--- src/rtl/gray_ptr_sync.sv ---
// Gray-coded pointer receiver: multi-flop synchroniser, Gray->binary conversion,
// change detection with step size. Optional illegal-jump flag: GRAY_ERR_CHECK_EN.
module gray_ptr_sync #(
  parameter int WIDTH       = 4,
  parameter int SYNC_STAGES = 2
) (
  input  logic             clk,
  input  logic             rst_n,
  input  logic [WIDTH-1:0] gray_in,
  input  logic             err_clr,
  output logic [WIDTH-1:0] gray_sync,
  output logic [WIDTH-1:0] bin_out,
  output logic [WIDTH-1:0] delta,
  output logic             valid,
  output logic             err
);

  localparam int CNT_W = $clog2(SYNC_STAGES);
  localparam logic [CNT_W-1:0] LAST_CNT = CNT_W'(SYNC_STAGES - 1);

  typedef enum logic {
    FILL  = 1'b0,
    TRACK = 1'b1
  } state_t;

  logic [WIDTH-1:0] r_sync [SYNC_STAGES];
  state_t           r_state;
  logic [CNT_W-1:0] r_cnt;
  logic [WIDTH-1:0] r_prev;
  logic [WIDTH-1:0] r_bin;
  logic [WIDTH-1:0] r_delta;
  logic             r_valid;

  logic [WIDTH-1:0] w_gray_sync;
  logic [WIDTH-1:0] w_sync_next;
  logic [WIDTH-1:0] w_bin_new;
  logic             w_change;

  function automatic logic [WIDTH-1:0] g2b(input logic [WIDTH-1:0] g);
    logic [WIDTH-1:0] b;
    b = '0;
    b[WIDTH-1] = g[WIDTH-1];
    for (int i = WIDTH - 2; i >= 0; i--) begin
      b[i] = b[i+1] ^ g[i];
    end
    return b;
  endfunction

  assign w_gray_sync = r_sync[SYNC_STAGES-1];
  // Baseline is taken from the value entering the chain output on the capture
  // edge, so gray_prev matches gray_sync once TRACK starts and no spurious pulse fires.
  assign w_sync_next = r_sync[SYNC_STAGES-2];
  assign w_bin_new   = g2b(w_gray_sync);
  assign w_change    = (w_gray_sync != r_prev);

  always_ff @(posedge clk or negedge rst_n) begin
    if (!rst_n) begin
      for (int i = 0; i < SYNC_STAGES; i++) begin
        r_sync[i] <= '0;
      end
      r_state <= FILL;
      r_cnt   <= '0;
      r_prev  <= '0;
      r_bin   <= '0;
      r_delta <= '0;
      r_valid <= 1'b0;
    end else begin
      r_sync[0] <= gray_in;
      for (int i = 1; i < SYNC_STAGES; i++) begin
        r_sync[i] <= r_sync[i-1];
      end
      case (r_state)
        FILL: begin
          r_valid <= 1'b0;
          if (r_cnt == LAST_CNT) begin
            r_prev  <= w_sync_next;
            r_bin   <= g2b(w_sync_next);
            r_state <= TRACK;
          end else begin
            r_cnt <= r_cnt + CNT_W'(1);
          end
        end
        TRACK: begin
          if (w_change) begin
            r_prev  <= w_gray_sync;
            r_bin   <= w_bin_new;
            r_delta <= w_bin_new - r_bin;
            r_valid <= 1'b1;
          end else begin
            r_valid <= 1'b0;
          end
        end
        default: begin
          r_state <= FILL;
          r_cnt   <= '0;
          r_valid <= 1'b0;
        end
      endcase
    end
  end

`ifdef GRAY_ERR_CHECK_EN
  logic [WIDTH-1:0] w_gdiff;
  logic             w_multi;
  logic             r_err;

  assign w_gdiff = w_gray_sync ^ r_prev;
  // More than one bit set <=> clearing the lowest set bit leaves something.
  assign w_multi = ((w_gdiff & (w_gdiff - WIDTH'(1))) != '0);

  always_ff @(posedge clk or negedge rst_n) begin
    if (!rst_n) begin
      r_err <= 1'b0;
    end else if ((r_state == TRACK) && w_change && w_multi) begin
      r_err <= 1'b1;
    end else if (err_clr) begin
      r_err <= 1'b0;
    end
  end

  assign err = r_err;
`else
  logic w_unused_err_clr;
  assign w_unused_err_clr = err_clr;
  assign err = 1'b0;
`endif

  assign gray_sync = w_gray_sync;
  assign bin_out   = r_bin;
  assign delta     = r_delta;
  assign valid     = r_valid;

endmodule

--- config.mk ---
export PLATFORM = sky130hd
export DESIGN_NAME = gray_ptr_sync
export DESIGN_NICKNAME = d
export VERILOG_FILES = /design/src/rtl/gray_ptr_sync.sv
export SDC_FILE = /design/constraint.sdc
export NUM_CORES = 1
export LEC_CHECK = 0
export BUFFER_PORTS_ARGS = -buffer_cell sky130_fd_sc_hd__buf_4
export CAP_MARGIN = 20
export CORE_MARGIN = 4
export CORE_UTILIZATION = 50
export CTS_BUF_LIST = sky130_fd_sc_hd__clkbuf_8
export DETAILED_ROUTE_END_ITERATION = 8
export PLACE_DENSITY = 0.73
export SLEW_MARGIN = 25
export SYNTH_ARGS = -nofsm -noshare
export SYNTH_HDL_FRONTEND = slang
export SYNTH_SLANG_ARGS = --single-unit
--- constraint.sdc ---
create_clock -name clk -period 6 [get_ports clk]
set_input_delay 0.3 -clock clk [delete_from_list [all_inputs] [get_ports clk]]
set_output_delay 0.3 -clock clk [all_outputs]
set_load 0.02 [all_outputs]
==> flow_summary.ini <==
[run_status]
status = completed

[final_layout]
postLayoutCellArea_mm2 = 0.00129
utilization = 0.646
multi_input_area_um2 = 482
register_area_um2 = 551
drive_above_1_share = 0.379
fin_nets = 115
fillers = 159
area_growth_pct = 20.4
n_antenna_cell = 0

[grt]
grt_max_degree = 23
grt_overflow_total = 0
grt_pass1_vias = 626
antenna_found_initial = 0
grt_pass1_wl_um = 2770
track_usage = 0.132

[yosys]
synth_edf_count = 0
syn_area_per_cell_um2 = 13.1
synth_cell_types = 25
yosysSeqAreaShare = 0.513
syn_nets = 93
synth_area_mm2 = 0.00107
async_flop_share = 1.00
yosysMostFrequentCell = dfrtp_1
yosys_warnings = 0
synth_area_leader_cell = dfrtp_1
yosys_register_bits = 22
synth_ff_type = dfrtp_1
yosysTopAreaCellShare = 0.513
synthTopCellsByCount = dfrtp_1 (22), mux2_4 (7), nand2_1 (7), xor2_1 (7), o21ai_0 (6)
synth.area.top_cells = dfrtp_1 (51%), mux2_4 (9.8%), xor2_1 (5.7%), mux2_2 (4.2%), ha_1 (3.5%)
synthCells = 82

[setup_path]
endpoint = delta[2]
critPathKind = flip-flop to flip-flop
r2r-start = gray_sync[3]
worst_ep_arrival_time_ps = 2320
crit_required_ps = 6180
critPathLaunchType = flip-flop
critPathCaptureType = flip-flop
r2r_setup_slack_ps = 3870
cp_max_fo = 5
reg2reg_depth = 6
r2r_end = delta[2]
crit_path_start = gray_sync[3]

[sta]
finClkSkew_ps = 2.01
fin_crit_ps = 2130
final_hold_viol_count = 0
tns_ps = 0
rsz0062_at_grt = no
fin_ws_ps = 3870
fin_crit_sh = 0.356
drv_slew = 0
fmax_mhz = 469
finalSetupViolations = 0

[place]
hpwl_um = 1230
dp_slack_ps = 3880
port-buffer-count = 18
place_congestion = 0.685
place_area_mm2 = 0.00123

[route]
viasPerCell = 4.90
wirelength_um = 1660
wl_met3_um = 91
first_pass_iters = 3
drt_iter0_markers = 13
antenna_left = 0
top_layer = met4
route.met2.wl_um = 763
drc_errors = 0
met1_length_um = 793
post_drt_wl_per_cell_um = 12.7
vias = 637

[power_and_ir_drop]
total_power_uw = 409
p_switching_uw = 121
power.density_mw_per_mm2 = 316
power_frac_clock = 0.253
internal_power_uw = 288
pwr-share-seq = 0.455
peakVddDrop_v = 0.000212
swShare = 0.296
power_leakage_uw = 0.000622
combinationalPowerShare = 0.292

[floorplanning]
die_h_um = 54.3
io_pins = 21
initial_core_util = 0.536
die_w_um = 54.3
core-area_mm2 = 0.00200
std_cell_rows = 16
dieArea_mm2 = 0.00295

[cts]
cts_max_path_buffers = 2
cts.sinks = 22
post_cts_resized = 0
postCtsSetupBuffers = 0
htreeDepth = 1
cts_made_buffers = 3
insertion_delay_ps = 260
clock-root-buffer = clkbuf_8
tritoncts = done
cts.clk_slew.worst_paths_ps = 80

[job]
cap_violations = 0

[hold_path]
hold_path_class = primary input to flip-flop
[area by class of cell]
class                           instances  area share
Tap cell                               27      0.0261
Sequential cell                        22       0.426
Multi-Input combinational cell         52       0.373
Timing Repair Buffer                   20       0.118
Clock buffer                            4      0.0426
Inverter                                5      0.0145
[worst min-delay path by stage]
stage	start	to	slack [ps]	cells after the start
after floorplan	rst_n	bin_out[0]	4	0
after global placement	rst_n	valid	200	1
after detailed placement	rst_n	delta[1]	200	1
after CTS	gray_in[1]	w_sync_next[1]	140	1
after global routing	gray_in[0]	w_sync_next[0]	140	1
final	gray_in[2]	w_sync_next[2]	140	1
[repair_timing]
item,in CTS,in global routing
hold buffers,1,0
hold endpoints to repair,22,0
endpoints found under the setup margin,0,0
[kinds of logic after synthesis]
family | Yosys count | share of synthesized area
AO/OA/AOI/OAI | 11 | 0.0629
XOR/XNOR | 11 | 0.121
adder cells (fa/ha/maj) | 4 | 0.0536
buffers and inverters | 8 | 0.0385
flip-flops | 22 | 0.513
multiplexers | 11 | 0.140
other | 1 | 0.00349
AND/OR/NAND/NOR | 14 | 0.0676
[layout by cell type, fill, tap and decap left out]
cell type / netlist / layout
a21oi_1: 1 / 1
xor3_1: 1 / 1
ha_1: 3 / 3
xor3_4: 1 / 1
o41ai_1: 1 / 1
dfrtp_1: 22 / 22
or4_4: 1 / 1
mux2_4: 7 / 7
nor2_1: 1 / 1
buf_4: 3 / 19
conb_1: 1 / 1
nor2b_1: 1 / 1
xor2_1: 7 / 7
or2_2: 2 / 2
nand2_1: 7 / 7
o31ai_1: 1 / 1
clkbuf_8: 0 / 4
and3_1: 1 / 1
inv_1: 5 / 5
fa_1: 1 / 1
a211oi_1: 1 / 1
mux2_2: 4 / 4
xnor2_1: 2 / 2
dlygate4sd3_1: 0 / 1
nand2b_1: 1 / 1
a31o_2: 1 / 1
o21ai_0: 6 / 6
[per-layer routing]
layer | global-route usage | vias to the layer above
li1 | - | 318
met1 | 0.167 | 304
met2 | 0.223 | 13
met3 | 0.0245 | 2
met4 | 0.0498 | 0
met5 | 0 | -
[power by group through the flow]
stage	registers, uW	clock network [uW]	logic (uW)
6_report	186	104	119
5_1_grt	190	114	132
4_1_cts	187	107	121
3_5_place_dp	190	0	120
3_3_place_gp	189	0	119
2_1_floorplan	210	0	53.6
[critical path: stages, from the launching register on]
cell     delay (ps)
dfrtp_1         460
xor3_4          510
xnor2_1         180
ha_1            230
fa_1            410
xor2_1          140
o21ai_0         130
[per-stage QoR]
stage | hold WS [ps] | cells
floorplan | 4.41 | 82
global placement | 198 | 125
detailed placement | 200 | 125
CTS | 139 | 130
global route | 135 | 130
finish | 144 | 130
[sequential cells by signal (all words and copies together), names as in the netlist]
signal	count
r_state	1
bin_out	3
r_prev	4
gray_sync	4
r_cnt	1
delta	4
w_sync_next	4
valid	1
Note: power is estimated with default switching activity, not from simulation.
